`config.mk`:
```
export PLATFORM = sky130hd
export DESIGN_NAME = hack_kbd_rx_flat
export DESIGN_NICKNAME = d
export VERILOG_FILES = /design/src/rtl/hack_kbd_rx_if.sv /design/src/rtl/hack_kbd_rx.sv /design/src/flat_wrapper.sv
export SDC_FILE = /design/constraint.sdc
export NUM_CORES = 1
export LEC_CHECK = 0
export ABC_AREA = 0
export CAP_MARGIN = 20
export CORE_ASPECT_RATIO = 1.1
export CORE_MARGIN = 5
export CORE_UTILIZATION = 53
export CTS_CLUSTER_SIZE = 20
export DETAILED_ROUTE_END_ITERATION = 6
export GPL_TIMING_DRIVEN = 1
export PLACE_DENSITY = 0.77
export SYNTH_ARGS = -nofsm -noshare
export SYNTH_HDL_FRONTEND = slang
export SYNTH_SLANG_ARGS = --single-unit
```
`constraint.sdc`:
```
create_clock -name clock -period 2.2 [get_ports clock]
set_input_delay 0.33 -clock clock [delete_from_list [all_inputs] [get_ports clock]]
set_output_delay 0.33 -clock clock [all_outputs]
set_load 0.03 [all_outputs]
```
`src/rtl/hack_kbd_rx_if.sv`:
```
// Hack keyboard receiver bundle: serial line in, KBD word plus status out, CPU-side ack.
// Latency: none, wiring only. Backpressure: none; a word waits in the receiver until ack.
// master = receiver side, slave = CPU/memory-mux side that drives rx/ack and reads the word.
interface hack_kbd_rx_if;
    logic        rx;
    logic        ack;
    logic [15:0] out;
    logic        valid;
    logic        busy;
    logic        frame_err;
    logic        overrun;

    modport master (
        input  rx,
        input  ack,
        output out,
        output valid,
        output busy,
        output frame_err,
        output overrun
    );

    modport slave (
        output rx,
        output ack,
        input  out,
        input  valid,
        input  busy,
        input  frame_err,
        input  overrun
    );
endinterface

```
`src/rtl/hack_kbd_rx.sv`:
```
// Serial (start, 16 data LSB-first, [parity if HACK_KBD_RX_PARITY_EN], stop) receiver filling the Hack KBD word.
// Latency: commit SYNC_STAGES + CLKS_PER_BIT/2 + 17*CLKS_PER_BIT cycles after start edge (+CLKS_PER_BIT with parity).
// Backpressure: none; an unacked word is overwritten and flagged by sticky overrun, cleared by ack.
module hack_kbd_rx #(
    parameter int CLKS_PER_BIT = 8,
    parameter int SYNC_STAGES  = 2
) (
    input  logic          clock,
    input  logic          reset,
    hack_kbd_rx_if.master kbd
);
    localparam int CW = $clog2(CLKS_PER_BIT);
    localparam logic [CW-1:0] HALF_M1 = CW'(CLKS_PER_BIT / 2 - 1);
    localparam logic [CW-1:0] FULL_M1 = CW'(CLKS_PER_BIT - 1);

`ifdef HACK_KBD_RX_PARITY_EN
    typedef enum logic [2:0] {IDLE, START, DATA, PARITY, STOP} state_t;
`else
    typedef enum logic [2:0] {IDLE, START, DATA, STOP} state_t;
`endif

    state_t                 state;
    logic [SYNC_STAGES-1:0] sync_q;
    logic [CW-1:0]          cnt;
    logic [3:0]             bitidx;
    logic [15:0]            shreg;
    logic [15:0]            out_q;
    logic                   valid_q;
    logic                   frame_err_q;
    logic                   overrun_q;
    logic                   rxs;
    logic                   frame_ok;
`ifdef HACK_KBD_RX_PARITY_EN
    logic                   par_q;
`endif

    assign rxs = sync_q[SYNC_STAGES-1];

`ifdef HACK_KBD_RX_PARITY_EN
    // Even parity over the 16 data bits plus the parity bit.
    assign frame_ok = rxs && ((^shreg ^ par_q) == 1'b0);
`else
    assign frame_ok = rxs;
`endif

    always_ff @(posedge clock) begin
        if (reset) begin
            sync_q      <= '1;
            state       <= IDLE;
            cnt         <= '0;
            bitidx      <= '0;
            shreg       <= '0;
            out_q       <= '0;
            valid_q     <= 1'b0;
            frame_err_q <= 1'b0;
            overrun_q   <= 1'b0;
`ifdef HACK_KBD_RX_PARITY_EN
            par_q       <= 1'b0;
`endif
        end else begin
            sync_q <= {sync_q[SYNC_STAGES-2:0], kbd.rx};

            // ack first so a same-cycle commit or stop error below overrides it.
            if (kbd.ack) begin
                valid_q     <= 1'b0;
                overrun_q   <= 1'b0;
                frame_err_q <= 1'b0;
            end

            case (state)
                IDLE: begin
                    if (!rxs) begin
                        state <= START;
                        cnt   <= '0;
                    end
                end

                START: begin
                    if (cnt == HALF_M1) begin
                        cnt <= '0;
                        if (!rxs) begin
                            state  <= DATA;
                            bitidx <= '0;
                        end else begin
                            state <= IDLE;
                        end
                    end else begin
                        cnt <= cnt + 1'b1;
                    end
                end

                DATA: begin
                    if (cnt == FULL_M1) begin
                        cnt    <= '0;
                        shreg  <= {rxs, shreg[15:1]};
                        bitidx <= bitidx + 4'd1;
                        if (bitidx == 4'd15) begin
`ifdef HACK_KBD_RX_PARITY_EN
                            state <= PARITY;
`else
                            state <= STOP;
`endif
                        end
                    end else begin
                        cnt <= cnt + 1'b1;
                    end
                end

`ifdef HACK_KBD_RX_PARITY_EN
                PARITY: begin
                    if (cnt == FULL_M1) begin
                        cnt   <= '0;
                        par_q <= rxs;
                        state <= STOP;
                    end else begin
                        cnt <= cnt + 1'b1;
                    end
                end
`endif

                STOP: begin
                    if (cnt == FULL_M1) begin
                        cnt   <= '0;
                        state <= IDLE;
                        if (frame_ok) begin
                            out_q   <= shreg;
                            valid_q <= 1'b1;
                            if (valid_q && !kbd.ack) begin
                                overrun_q <= 1'b1;
                            end
                        end else begin
                            frame_err_q <= 1'b1;
                        end
                    end else begin
                        cnt <= cnt + 1'b1;
                    end
                end

                default: begin
                    state <= IDLE;
                    cnt   <= '0;
                end
            endcase
        end
    end

    assign kbd.out       = out_q;
    assign kbd.valid     = valid_q;
    assign kbd.frame_err = frame_err_q;
    assign kbd.overrun   = overrun_q;
    assign kbd.busy      = (state != IDLE);
endmodule

```
`src/flat_wrapper.sv`:
```
// flat-port wrapper written by rule: the top's interface ports become plain ports
module hack_kbd_rx_flat 
#(
    parameter int CLKS_PER_BIT = 8,
    parameter int SYNC_STAGES  = 2
)
  (clock, reset, kbd_rx, kbd_ack, kbd_out, kbd_valid, kbd_busy, kbd_frame_err, kbd_overrun);
  hack_kbd_rx_if kbd_i ();
  input  logic clock;
  input  logic reset;
  input wire logic [$bits(kbd_i.rx)-1:0] kbd_rx;
  input wire logic [$bits(kbd_i.ack)-1:0] kbd_ack;
  output wire logic [$bits(kbd_i.out)-1:0] kbd_out;
  output wire logic [$bits(kbd_i.valid)-1:0] kbd_valid;
  output wire logic [$bits(kbd_i.busy)-1:0] kbd_busy;
  output wire logic [$bits(kbd_i.frame_err)-1:0] kbd_frame_err;
  output wire logic [$bits(kbd_i.overrun)-1:0] kbd_overrun;
  assign kbd_i.rx = kbd_rx;
  assign kbd_i.ack = kbd_ack;
  assign kbd_out = kbd_i.out;
  assign kbd_valid = kbd_i.valid;
  assign kbd_busy = kbd_i.busy;
  assign kbd_frame_err = kbd_i.frame_err;
  assign kbd_overrun = kbd_i.overrun;
  hack_kbd_rx #(.CLKS_PER_BIT(CLKS_PER_BIT), .SYNC_STAGES(SYNC_STAGES)) u_core (.clock(clock), .reset(reset), .kbd(kbd_i));
endmodule
```
==> key figures <==
Critical path
  – CP top delay family: buffers and inverters
  – Critical Path RT: 1.87 ns
  – CP Max Fanout: 8
  – Levels on crit path: 3
  – Worst Path Arrival: 1.71 ns
  – Path depth of the worst reg2reg path: 5
  – Buffers and inverters on the worst path: 2
  – Setup crit end kind: output pin
  – Crit Path Class: flop to output pin
  – Crit path max-delay cell type: clkdlybuf4s50_1
  – Crit path cell chain: nor2_1 -> inv_1 -> clkdlybuf4s50_1
  – Critical Path Start Type: flop
  – Crit-path max cell delay: 0.68 ns

Logic synthesis
  – Most frequent cells after synthesis: nand2_1 (68), dfxtp_1 (46), a21oi_1 (41), buf_2 (8), ha_1 (6)
  – YS warnings: 0
  – Compound-Gate Fraction of Synth Area: 13.4%
  – Post-Synth Adder-Cell Area: 4.09%
  – Largest cells by area after synthesis: dfxtp_1 (50%), nand2_1 (14%), a21oi_1 (11%)
  – Share of Yosys cell area claimed by the top area cell type: 50.1%
  – FFs w/ async S/R, synth: 0%
  – Post-Synth Simple-Gate Area: 25.3%
  – Post-Syn Area: 1840 sq um
  – Area leader, netlist: dfxtp_1
  – Top-count cell post-synth: nand2_1
  – Ys flop type: dfxtp_1
  – Synth unique cells: 29
  – Main combinational cell family by area after synthesis: simple AND/OR/NAND/NOR gates
  – Post-synth EDFFs: 0
  – Post-synthesis sequential area ratio: 50.1%
  – Mux share of post-synthesis cell area: 1.63%
  – Post-Synthesis Cells: 220
  – Flops & latches, synth: 46
  – Xor/xnor share of the synthesized area: 0%
  – Mapped Avg Cell Area: 8.35 sq um
  – Syn_nets: 230

STA
  – Slew @ Worst Pin: 0.626 ns
  – RSZ-0062 raised after global routing: no
  – Relative slew margins: 58.2%
  – Count of final hold-check violations: 0
  – Setup Skew: 0.0122 ns
  – Final TNS setup: 0 ns
  – Slew Viols, Final: 0
  – Final min period: 2.04 ns
  – Fmax: 491 MHz
  – Final setup viols: 0
  – Tcrit/Tclk final: 92.6%

Status
  – Status: complete, no violations

Route
  – Post-DRT Antenna Nets: 0
  – Vias: 1474
  – Drt pass-1 iters: 4
  – WL per Instance: 11.2 microns
  – WL final: 3.22 mm
  – Via/cell ratio: 5.10
  – DRT iter0 DRCs: 74
  – DRC Markers: 0

Clock tree
  – Depth of the CTS H-tree: 2
  – Post-CTS Hold Fix Bufs: 0
  – Clk_lat worst skew: 0.36 ns
  – TritonCTS clock tree: yes
  – Sink Count: 46
  – Number of buffers created by CTS: 5
  – Worst-path clk slew: 0.12 ns
  – Gates resized, CTS repair: 0
  – Postcts setup bufs: 0
  – CTS Buffer Depth: 2
  – Root Driver: clkbuf_4

Global route
  – GRT Total Usage: 14.9%
  – Largest net degree at the start of global routing: 18
  – Gr ovfl total: 0
  – Vias in the first global route: 1257
  – First-pass GRT wire length: 5.50 mm
  – Initial antenna violation count: 0

Die
  – Core area: 3330 sq um
  – I/O pins: 24
  – Die width: 66.1 microns
  – Die ar.: 4740 sq um
  – Initial Util: 55.1%
  – Rows: 22
  – Chip height: 71.7 microns

Layout
  – Register Area: 921 sq um
  – Fillers: 298
  – Area delta synth->final: 18.1%
  – Diode count: 0
  – Multi-input gate area: 815 sq um
  – Post-route design area: 2170 sq um
  – Layout cells sized above 1: 7.05%
  – Fin nets: 250

Pwr
  – Peak VDD IR: 0.425 mV
  – LEAKAGE: 0.000727 uW
  – Total power per unit cell area: 641 nW/um^2

Place
  – Global placement routability congestion: 0.816
  – Final HPWL DP: 2.16 mm
  – Placed Area: 2090 sq um
  – PortBufs: 23

Worst hold path
  – Worst hold-check path type: flop to flop
  – Hold Path Stages: 1

Flow run
  – Max Cap Violations: 0
## power by group
part	internal [uW]	switching, uW
Clock	240	262
Combinational	21.5	24.4
Sequential	837	4.50
## layout by cell type, fill, tap and decap left out, types with 2 or more instances in the layout
cell | netlist | final
nand4b_1 | 2 | 2
or2_2 | 3 | 3
inv_1 | 3 | 3
nand3b_1 | 5 | 5
a21oi_1 | 41 | 41
nor2b_1 | 2 | 2
nand3_1 | 4 | 4
or3b_1 | 3 | 3
mux2i_1 | 3 | 3
nand4_1 | 2 | 2
buf_4 | 2 | 7
dfxtp_1 | 46 | 46
clkbuf_4 | 0 | 5
nand2b_1 | 3 | 3
nand2_1 | 68 | 68
nor2_1 | 3 | 3
ha_1 | 6 | 6
clkdlybuf4s50_1 | 0 | 23
## layer usage
| metal | vias up | global-route usage (%) | wire length [microns] |
|---|---|---|---|
| met5 | - | 0 | 0 |
| met2 | 29 | 24.9 | 1430 |
| li1 | 769 | - | - |
| met4 | 0 | 6.77 | 68 |
| met1 | 670 | 17.3 | 1560 |
| met3 | 6 | 4.39 | 169 |
## registers in the layout, summed over array words and instances (netlist names)
name                  flops
u_core.state              2
u_core.bitidx             4
u_core.kbd.frame_err      1
u_core.cnt                3
u_core.sync_q             2
u_core.kbd.out           16
u_core.shreg             16
u_core.kbd.overrun        1
u_core.kbd.valid          1
## stage by stage
| stage | total power, uW | setup WS [ns] | instances | utilization (%) | hold WS [ns] |
|---|---|---|---|---|---|
| 2_1_floorplan | 889 | 0.616 | 220 | - | 0.389 |
| 3_3_place_gp | 905 | 0.579 | 281 | 62.7 | 0.391 |
| 3_5_place_dp | 906 | 0.534 | 281 | 62.7 | 0.403 |
| 4_1_cts | 1400 | 0.132 | 289 | 65.1 | 0.436 |
| 5_1_grt | 1440 | 0.0594 | 289 | 65.1 | 0.457 |
| 6_report | 1390 | 0.163 | 289 | 65.1 | 0.434 |
## worst paths after layout
kind | start | end | slack (ns)
worst max register to register | u_core.cnt[0]$_SDFFE_PP0P_ | u_core.bitidx[2]$_SDFFE_PP0P_ | 0.47
worst min-delay path | u_core.sync_q[0]$_SDFF_PP1_ | u_core.sync_q[1]$_SDFF_PP1_ | 0.43
worst max-delay path | u_core.state[1]$_SDFFE_PP0P_ | kbd_busy | 0.16
worst min register to register | u_core.sync_q[0]$_SDFF_PP1_ | u_core.sync_q[1]$_SDFF_PP1_ | 0.43
## cells by family after synthesis
family | count (synthesis)
mux | 3
buf+inv | 20
simple gates | 99
flops | 46
compound gates | 46
fa+ha+maj | 6
## area by class of cell
| class | count | share of cell area [%] |
|---|---|---|
| clock buffer | 6 | 1.90 |
| multi-input combinational | 154 | 37.6 |
| clock inverter | 2 | 1.73 |
| inverter | 3 | 0.519 |
| timing repair buffer | 30 | 13.0 |
| tap | 48 | 2.77 |
| sequential | 46 | 42.5 |
(Power assumes the default switching activity.)
